### config.mk
export PLATFORM = sky130hd
export DESIGN_NAME = count_stream_decoder
export DESIGN_NICKNAME = d
export VERILOG_FILES = /design/src/rtl/count_stream_decoder.sv
export SDC_FILE = /design/constraint.sdc
export NUM_CORES = 1
export LEC_CHECK = 0
export CAP_MARGIN = 20
export CORE_MARGIN = 3
export CORE_UTILIZATION = 40
export DETAILED_ROUTE_END_ITERATION = 12
export PLACE_DENSITY = 0.72
export SLEW_MARGIN = 20
export SYNTH_ARGS = -nofsm -noshare
export SYNTH_HDL_FRONTEND = slang
export SYNTH_SLANG_ARGS = --single-unit
### constraint.sdc
create_clock -name clk -period 5.3 [get_ports clk]
set_input_delay 1.06 -clock clk [delete_from_list [all_inputs] [get_ports clk]]
set_output_delay 1.06 -clock clk [all_outputs]
set_load 0.005 [all_outputs]
### src/rtl/count_stream_decoder.sv
// count_stream_decoder: receive side of a loadable up/down counter link.
// Watches the count bus, infers whether each new value came from an increment,
// a decrement or a load, emits one registered event per classified sample and
// keeps saturating statistics.
//
// Ports:
//   clk          clock, rising edge
//   rst          synchronous active-low reset
//   in_valid_i   count_in_i carries a new sample
//   count_in_i   observed counter value
//   clr_i        synchronous clear of statistics and run length
//   evt_valid_o  one-cycle event strobe
//   evt_type_o   01 UP, 10 DOWN, 11 LOAD (00 only before the first event)
//   evt_data_o   sample that produced the event
//   up_cnt_o     saturating UP count
//   down_cnt_o   saturating DOWN count
//   load_cnt_o   saturating LOAD count
//   run_len_o    consecutive same-direction steps, saturating
//   synced_o     a reference sample has been captured
module count_stream_decoder #(
  parameter int unsigned W  = 8,
  parameter int unsigned CW = 16
) (
  input  logic          clk,
  input  logic          rst,
  input  logic          in_valid_i,
  input  logic [W-1:0]  count_in_i,
  input  logic          clr_i,
  output logic          evt_valid_o,
  output logic [1:0]    evt_type_o,
  output logic [W-1:0]  evt_data_o,
  output logic [CW-1:0] up_cnt_o,
  output logic [CW-1:0] down_cnt_o,
  output logic [CW-1:0] load_cnt_o,
  output logic [CW-1:0] run_len_o,
  output logic          synced_o
);

  localparam logic [1:0] TypeNone = 2'b00;
  localparam logic [1:0] TypeUp   = 2'b01;
  localparam logic [1:0] TypeDown = 2'b10;
  localparam logic [1:0] TypeLoad = 2'b11;

  typedef enum logic {StUnsync, StSync} state_e;

  state_e        state_q;
  logic [W-1:0]  last_q;
  // Direction of the previous step; TypeNone after sync, load or clear so the
  // next step restarts the run at 1.
  logic [1:0]    dir_q;
  logic          evt_valid_q;
  logic [1:0]    evt_type_q;
  logic [W-1:0]  evt_data_q;
  logic [CW-1:0] up_cnt_q, down_cnt_q, load_cnt_q, run_len_q;
  logic          synced_q;

  logic [1:0]    cls;
  logic [W-1:0]  last_inc, last_dec;

  function automatic logic [CW-1:0] sat_inc(input logic [CW-1:0] v);
    return (v == '1) ? v : v + CW'(1);
  endfunction

  // Modulo-2^W neighbours, so the wraps FF->00 and 00->FF count as steps.
  always_comb begin
    last_inc = last_q + W'(1);
    last_dec = last_q - W'(1);
    cls      = TypeLoad;
    if (count_in_i == last_inc) begin
      cls = TypeUp;
    end else if (count_in_i == last_dec) begin
      cls = TypeDown;
    end
  end

  always_ff @(posedge clk) begin
    if (!rst) begin
      state_q     <= StUnsync;
      last_q      <= '0;
      dir_q       <= TypeNone;
      evt_valid_q <= 1'b0;
      evt_type_q  <= TypeNone;
      evt_data_q  <= '0;
      up_cnt_q    <= '0;
      down_cnt_q  <= '0;
      load_cnt_q  <= '0;
      run_len_q   <= '0;
      synced_q    <= 1'b0;
    end else begin
      evt_valid_q <= 1'b0;
      unique case (state_q)
        StUnsync: begin
          if (in_valid_i) begin
            last_q   <= count_in_i;
            synced_q <= 1'b1;
            dir_q    <= TypeNone;
            state_q  <= StSync;
          end
        end
        StSync: begin
          if (in_valid_i) begin
            last_q      <= count_in_i;
            evt_valid_q <= 1'b1;
            evt_type_q  <= cls;
            evt_data_q  <= count_in_i;
            if (cls == TypeLoad) begin
              load_cnt_q <= sat_inc(load_cnt_q);
              run_len_q  <= '0;
              dir_q      <= TypeNone;
            end else begin
              if (cls == TypeUp) begin
                up_cnt_q <= sat_inc(up_cnt_q);
              end else begin
                down_cnt_q <= sat_inc(down_cnt_q);
              end
              run_len_q <= (dir_q == cls) ? sat_inc(run_len_q) : CW'(1);
              dir_q     <= cls;
            end
          end
        end
        default: state_q <= StUnsync;
      endcase
      // Clear wins over any statistic update from a coincident sample.
      if (clr_i) begin
        up_cnt_q   <= '0;
        down_cnt_q <= '0;
        load_cnt_q <= '0;
        run_len_q  <= '0;
        dir_q      <= TypeNone;
      end
    end
  end

  assign evt_valid_o = evt_valid_q;
  assign evt_type_o  = evt_type_q;
  assign evt_data_o  = evt_data_q;
  assign up_cnt_o    = up_cnt_q;
  assign down_cnt_o  = down_cnt_q;
  assign load_cnt_o  = load_cnt_q;
  assign run_len_o   = run_len_q;
  assign synced_o    = synced_q;

endmodule
Word level (Yosys, flattened, before mapping):

Cells that the tools add are included.

* register bits: 87
* output and inout bits: 76

* equality and inequality tests: 12
* bitwise logic cells: 7
* multiplexer cells: 12
* reduce and logical (&&, ||, !) cells: 9
* $add $sub $neg: 6

Operators with widths (count)
* $add A16 B1 Y16 const B: 4
* $eq A16 B16 Y1 const B: 4
* $mux W16: 3
* $eq A8 B8 Y1: 2
* $reduce_and A5 Y1: 2
* $add A8 B1 Y8 const B: 1
* $mux W2: 4
* $mux W8: 1
* $reduce_and A2 Y1: 4
* $sub A8 B1 Y8 const B: 1
* $not A1 Y1: 7
* $ne A2 B2 Y1 const B: 2
* $pmux W2 S2: 1
* $reduce_and A4 Y1: 1
* $mux W1: 3
* $ne A3 B3 Y1 const B: 1
* $reduce_and A3 Y1: 1
* $eq A2 B1 Y1 const B: 1
* $eq A2 B2 Y1: 1
* $eq A2 B2 Y1 const B: 1
* $reduce_or A2 Y1: 1

Longest topological paths before layout:

Gate-level depths: netlist of the first run.

* depth in word-level cells: 8
* gate-level depth with buffers: 13

Least setup slack after synthesis of the first run:

OpenSTA, ideal clock, no wires.

* path kind: input port to flip-flop
* from: in count_in_i[7]
* to: reg load_cnt_q[12], in the netlist load_cnt_o[12]
* required time: 5.230 ns
* library setup time: 0.070 ns
* stages: 9
* arrival: 3.028 ns
* setup slack: 2.201 ns
* path buffers: 2
* cells stage by stage: xor2_1 -> or3_1 -> nand4_1 -> nor3_2 -> or3_1 -> buf_2 -> buf_6 -> or4_1 -> a21oi_1

* longest elaborated chain between the ends: 5

RTL lines
* from (decl): RTL line 27 `input logic [W-1:0] count_in_i,`
* $eq A8 B8 Y1: RTL line 71 `end else if (count_in_i == last_dec) begin`
* $mux W1: RTL line 71
* $mux W2 *: RTL line 69 `if (count_in_i == last_inc) begin`
* $eq A2 B2 Y1 *: RTL line 106 `if (cls == TypeLoad) begin`
* $reduce_and A4 Y1 (no source line) *
* to (signal assigned): RTL line 107 `load_cnt_q <= sat_inc(load_cnt_q);`
* to (decl): RTL line 54 `logic [CW-1:0] up_cnt_q, down_cnt_q, load_cnt_q, run_len_q;`

Every way passes the cells marked *; elsewhere a longest branch is shown, timed or not.
A chain may end at the register's enable or synchronous reset.

Worst setup path in the final report of the first run:

* from: in count_in_i[4]
* to: reg down_cnt_q[7], in the netlist down_cnt_o[7]

* longest elaborated chain between the ends: 6

RTL lines
* $eq A8 B8 Y1: RTL line 71
* $mux W1: RTL line 71
* $mux W2 *: RTL line 69
* $eq A2 B1 Y1 / $eq A2 B2 Y1 (equally long branches): RTL line 111, 106
* $not A1 Y1 (no source line)
* $reduce_and A5 Y1 (no source line) *
* to (signal assigned): RTL line 114 `down_cnt_q <= sat_inc(down_cnt_q);`
* to (decl): RTL line 54

Marked as above.

==> flow_metrics.py, run 1 <==
metrics = {
    "die": {
        "die_w_um": 111.7,
        "fp.dieH_um": 111.7,
        "die_area_um2": 12470,
        "coreArea_um2": 10600,
        "ioPinCount": 88,
        "initial_core_util": 0.4215,
        "rows": 37,
    },
    "timing": {
        "rsz0062_at_grt": "no",
        "worst_pin_slew_ns": 0.9772,
        "layout_worst_path_cycle_share": 0.8066,
        "fin_skew_ns": 0.008840,
        "setup-violations-final": 0,
        "slew_violations": 0,
        "min_period_ns": 4.275,
        "fmax_mhz": 233.9,
        "tns_ns": 0,
        "hold_viol": 0,
        "slew_headroom": 0.3431,
    },
    "critical_path": {
        "crit_start": "count_in_i[4]",
        "cp_data_arrival_time_ns": 4.57,
        "slowest_delay_ns": 0.86,
        "path_cells": "clkdlybuf4s50_1 > xor2_1 > nand4_1 > o31a_1 > nor4_2 > nand3_1 > or4_1 > a21oi_1",
        "r2r_slack_ns": 1.56,
        "critical_path_class": "primary input to flip-flop",
        "rr_worst_depth": 9,
        "critPathCaptureType": "flip-flop",
        "slowest_stage": "nor4_2",
        "start_kind": "primary input",
        "critPathCapture": "down_cnt_o[7]",
        "regToRegEndpoint": "down_cnt_o[7]",
        "required_ns": 5.59,
        "r2r_start": "last_q[0]",
        "crit_fanout": 16,
    },
    "cts": {
        "cts_max_path_buffers": 2,
        "cts_buffers": 9,
        "cts.clk_slew.worst_paths_ns": 0.08,
        "tritoncts": "done",
        "post_cts_resize_count": 0,
        "hold_buffers": 0,
        "insertion_delay_ns": 0.36,
        "root_buffer": "clkbuf_8",
        "clock-sinks": 87,
        "postCtsSetupRepairBufs": 0,
        "htreeDepth": 3,
    },
    "drt": {
        "ant_nets": 0,
        "route.detailed.drc": 0,
        "drt-pass1-iter-count": 4,
        "vias": 4143,
        "drt_iter0_drc": 249,
        "wl_um": 10950,
        "via_per_inst": 5.517,
        "wl_per_cell_um": 14.59,
    },
    "power": {
        "ir_drop_mv": 0.1426,
        "p_per_area_nw_per_um2": 222.6,
        "power.static_leakage_uw": 0.001672,
    },
    "global_route": {
        "track_usage": 0.1735,
        "overflow": 0,
        "grt_first_pass_wirelength_um": 18460,
        "grt_pass1_vias": 3913,
        "antenna_found_initial": 0,
        "grt_max_degree": 30,
    },
    "synthesis": {
        "synth_ff_type": "dfxtp_1",
        "yosysUniqueCellTypes": 55,
        "ys_ff_latch": 87,
        "syn-num-nets": 560,
        "yosysWarnings": 0,
        "ys_top_cells_by_area": "dfxtp_1 39%, xnor2_1 5.1%, nand2_1 4.4%",
        "ys_top_cells_by_count": "87 x dfxtp_1, 52 x nand2_1, 44 x nor2_1, 38 x a21oi_1, 26 x xnor2_1",
        "synth_seq_area_share": 0.3898,
        "synth_top_area_frac": 0.3898,
        "syn_inst": 542,
        "syn_avg_cell_area_um2": 8.244,
        "yosysMostFrequentCell": "dfxtp_1",
        "synth_area_um2": 4468,
        "synth_edf_count": 0,
        "synth_top_cell_by_area": "dfxtp_1",
        "synthArstFlopShare": 0,
    },
    "place": {
        "finalWeightedCongestion": 0.9042,
        "port_buffers": 87,
        "hpwlAfterDp_um": 7713,
    },
    "run": {
        "drv_cap": 0,
    },
    "min_path": {
        "worstHoldPathCells": 2,
        "min_path_type": "flip-flop to flip-flop",
    },
    "cells_and_area": {
        "final_core_util": 0.5260,
        "finalNetCount": 628,
        "areaGrowthSynthToFinish_pct": 24.81,
        "drive_gt1_frac": 0.04553,
        "insertedDiodeCount": 0,
    },
    "run_status": {
        "run_status": "finished, final reports clean",
    },
}
## worst min path at each step
stage                    endpoint  slack (ns)          start
floorplan           evt_data_o[0]        0.46  evt_data_o[0]
global placement    evt_data_o[0]        0.46  evt_data_o[0]
detailed placement       synced_o        0.46       synced_o
CTS                 evt_data_o[2]        0.48  evt_data_o[2]
global route        evt_data_o[7]        0.51  evt_data_o[7]
finish              evt_data_o[2]        0.47  evt_data_o[2]
## report_power, final
group / total [uW] / internal [uW] / switching, uW
Sequential: 673 / 662 / 11.2
Clock: 475 / 230 / 244
Combinational: 93.9 / 41.5 / 52.4
## state kept, by name (all words and copies together), names as in the netlist
name         cells
evt_type_o       2
load_cnt_o      16
down_cnt_o      16
state_q          1
up_cnt_o        16
evt_valid_o      1
dir_q            2
synced_o         1
last_q           8
evt_data_o       8
run_len_o       16
## critical path: cells and delay by family
family          cells  cell delay [ns]
xor+xnor            1             0.32
simple gates        4             2.34
buf+inv             1             0.55
compound gates      2             0.29
## cells by family after synthesis
| group | after synthesis | share of synthesized area |
|---|---|---|
| AND/OR/NAND/NOR | 247 | 0.2966 |
| AO/OA/AOI/OAI | 101 | 0.1453 |
| flip-flops | 87 | 0.3898 |
| buffers and inverters | 51 | 0.04985 |
| XOR/XNOR | 37 | 0.07253 |
| multiplexers | 13 | 0.02912 |
| adder cells (fa/ha/maj) | 6 | 0.01680 |
## through the flow
step / worst slack [ns] / cell area (um2) / total power (uW) / hold WS (ns) / std cells
floorplan: 2.201 / 4468 / 749.3 / 0.4600 / 542
global placement: 0.8764 / 5375 / 780.6 / 0.4571 / 735
detailed placement: 0.7270 / 5375 / 781.5 / 0.4551 / 735
CTS: 1.058 / 5574 / 1252 / 0.4787 / 751
global route: 0.8301 / 5577 / 1298 / 0.5084 / 751
finish: 1.025 / 5577 / 1242 / 0.4732 / 751
## cells in the final DEF (no fill, tap or decap), types with 2 or more instances in the layout
cell             netlist  layout
a211o_1                2       2
a21boi_0               8       8
a21o_1                 2       2
a21oi_1               38      38
a31oi_1                2       2
and2_1                 7       7
and3_1                 5       5
and4_1                 6       6
buf_4                  1       2
clkbuf_8               0      10
clkdlybuf4s50_1        0      87
clkinvlp_4             0       3
dfxtp_1               87      87
ha_1                   6       6
inv_1                 19      19
mux2i_1               13      13
nand2_1               52      52
nand2b_1               7       6
nand3_1               24      24
nand4_1               18      18
nor2_1                44      43
nor2b_1               12      12
nor3_1                19      19
nor4_1                11      11
nor4_2                 2       2
o211ai_1               2       2
o21a_1                 2       2
o21ai_0               15      15
o221a_2                2       2
o31ai_1               16      16
o41ai_1                2       2
or2_2                  2       2
or3_1                 11      11
or4_1                 19      19
xnor2_1               26      26
xor2_1                11      11
## layout make-up
| class | count | area, um2 |
|---|---|---|
| fillers | 1045 | 5025 |
| multi-input cells | 404 | 2509 |
| flip-flops and latches | 87 | 1742 |
| repair buffers | 89 | 885.9 |
| well taps | 136 | 170.2 |
| clock buffers | 11 | 141.4 |
| inverters | 19 | 71.32 |
| clock inverters | 5 | 57.56 |
## routing by layer
layer	track usage	wire length, um	up-vias	share of wire
met5	0	0	-	0
met1	0.2247	5119	1941	0.47
li1	-	-	2084	-
met3	0.03804	556	12	0.051
met2	0.2866	5111	106	0.47
met4	0.05839	167	0	0.015
No activity file was read; power rests on OpenSTA's default activity.
==> run 2, diff against run 1 <==
clock period = 4.15 ns   (was 5.3 ns; I/O delays follow)
==> run 2 against run 1 <==
First-iteration DRC count rose by 16%; worst hold slack got worse by 0.0077 ns; final area rose by 0.65%; critical endpoint is now up_cnt_o[13]; clock power rose by 25%; clock skew fell by 0.0024 ns; cell count rose by 0.80%; combinational power rose by 32%.
==> flow_metrics.py, run 2 (synthesized netlist as in run 1, its figures left out) <==
metrics = {
    "run_status": {
        "run_status": "finished, final reports clean",
    },
    "cts": {
        "htreeDepth": 3,
        "hold_buffers": 0,
        "root_buffer": "clkbuf_8",
        "cts_buffers": 9,
        "postCtsSetupRepairBufs": 0,
        "clock-sinks": 87,
        "post_cts_resize_count": 0,
        "tritoncts": "done",
        "cts.clk_slew.worst_paths_ns": 0.08,
        "cts_max_path_buffers": 2,
        "insertion_delay_ns": 0.35,
    },
    "power": {
        "p_per_area_nw_per_um2": 281.0,
        "power.static_leakage_uw": 0.001709,
        "ir_drop_mv": 0.1583,
    },
    "critical_path": {
        "path_cells": "clkdlybuf4s50_1 > nand4b_1 > a211oi_1 > nand4_1 > or4_1 > nor4b_1 > xnor2_1 > nor2_1",
        "required_ns": 4.38,
        "slowest_delay_ns": 0.81,
        "cp_data_arrival_time_ns": 3.55,
        "crit_fanout": 18,
        "critPathCaptureType": "flip-flop",
        "critical_path_class": "primary input to flip-flop",
        "slowest_stage": "or4_1",
        "critPathTopFamily": "simple AND/OR/NAND/NOR gates",
        "crit_buf_inv": 1,
        "start_kind": "primary input",
    },
    "global_route": {
        "track_usage": 0.1760,
        "antenna_found_initial": 0,
        "grt_pass1_vias": 3990,
        "grt_max_degree": 48,
        "grt_first_pass_wirelength_um": 18620,
        "overflow": 0,
    },
    "die": {
        "fp.dieH_um": 111.7,
        "initial_core_util": 0.4215,
        "die_area_um2": 12470,
        "coreArea_um2": 10600,
        "ioPinCount": 88,
        "die_w_um": 111.7,
        "rows": 37,
    },
    "drt": {
        "wl_per_cell_um": 14.75,
        "wl_um": 11170,
        "via_per_inst": 5.567,
        "vias": 4214,
        "drt-pass1-iter-count": 4,
        "met3WireLength_um": 567,
        "top_layer_used": "met4",
        "dr_wl_met2_um": 5220,
        "ant_nets": 0,
        "drt_iter0_drc": 289,
        "wl_met1_um": 5232,
        "route.detailed.drc": 0,
    },
    "timing": {
        "rsz0062_at_grt": "no",
        "layout_worst_path_cycle_share": 0.8003,
        "worst_pin_slew_ns": 0.7575,
        "fin_skew_ns": 0.006476,
        "fmax_mhz": 301.1,
        "hold_viol": 0,
        "setup-violations-final": 0,
        "slew_violations": 0,
        "slew_headroom": 0.4940,
        "tns_ns": 0,
        "min_period_ns": 3.321,
    },
    "place": {
        "finalWeightedCongestion": 0.8686,
        "port_buffers": 87,
        "place_area_um2": 5420,
        "hpwlAfterDp_um": 7760,
    },
    "cells_and_area": {
        "areaGrowthSynthToFinish_pct": 25.62,
        "drive_gt1_frac": 0.05314,
        "mostFrequentLayoutCells": "87 x dfxtp_1, 87 x clkdlybuf4s50_1, 52 x nand2_1",
        "fin_area_um2": 5613,
        "final_core_util": 0.5294,
        "finalNetCount": 634,
        "insertedDiodeCount": 0,
    },
    "run": {
        "drv_cap": 0,
    },
    "min_path": {
        "min_path_type": "flip-flop to flip-flop",
    },
}
## run 2: changes by cell type in the layout (fill, tap and decap cells not counted)
cell,delta
buf_4,+6
clkinvlp_4,-3
clkinv_2,+2
clkbuf_1,+1
## run 2: routing by layer
| layer | up-vias | GRT usage |
|---|---|---|
| met5 | - | 0 |
| met4 | 0 | 0.07543 |
| met3 | 14 | 0.04076 |
| met2 | 114 | 0.2894 |
| met1 | 1989 | 0.2210 |
| li1 | 2097 | - |
## run 2: tightest hold or removal path, delay by kind of cell, from the launching register on
family | cells | cell delay, ns
flops | 1 | 0.31
compound gates | 1 | 0.06
simple gates | 1 | 0.04
## run 2: path summary, 6_finish.rpt
kind | start | endpoint | slack [ns] | cells past startpoint
worst max-delay path | count_in_i[2] | up_cnt_o[13] | 0.83 | 8
worst min-delay path | evt_data_o[4] | evt_data_o[4] | 0.47 | 2
worst max register to register | last_q[0] | up_cnt_o[13] | 1.09 | 9
worst min register to register | evt_data_o[4] | evt_data_o[4] | 0.47 | 2
## run 2: report_power, final
part / internal, uW / switching [uW]
registers: 845 / 14.6
logic: 55.8 / 68.3
clock network: 293 / 301
## run 2: through the flow
step | hold slack [ns] | total power [uW] | instances | setup WS, ns
finish | 0.4656 | 1577 | 757 | 0.8289
global route | 0.4992 | 1640 | 757 | 0.6690
CTS | 0.4671 | 1593 | 757 | 0.8545
global placement | 0.4503 | 1001 | 741 | 0.5587
detailed placement | 0.4568 | 1002 | 741 | 0.4663
floorplan | 0.4600 | 956.9 | 542 | 1.281
## run 2: cell type report
cell class | instances | area (um2)
clock buffers | 12 | 145.1
clock inverters | 4 | 45.04
fillers | 1007 | 4989
inverters | 19 | 71.32
multi-input cells | 404 | 2509
flip-flops and latches | 87 | 1742
well taps | 136 | 170.2
repair buffers | 95 | 930.9
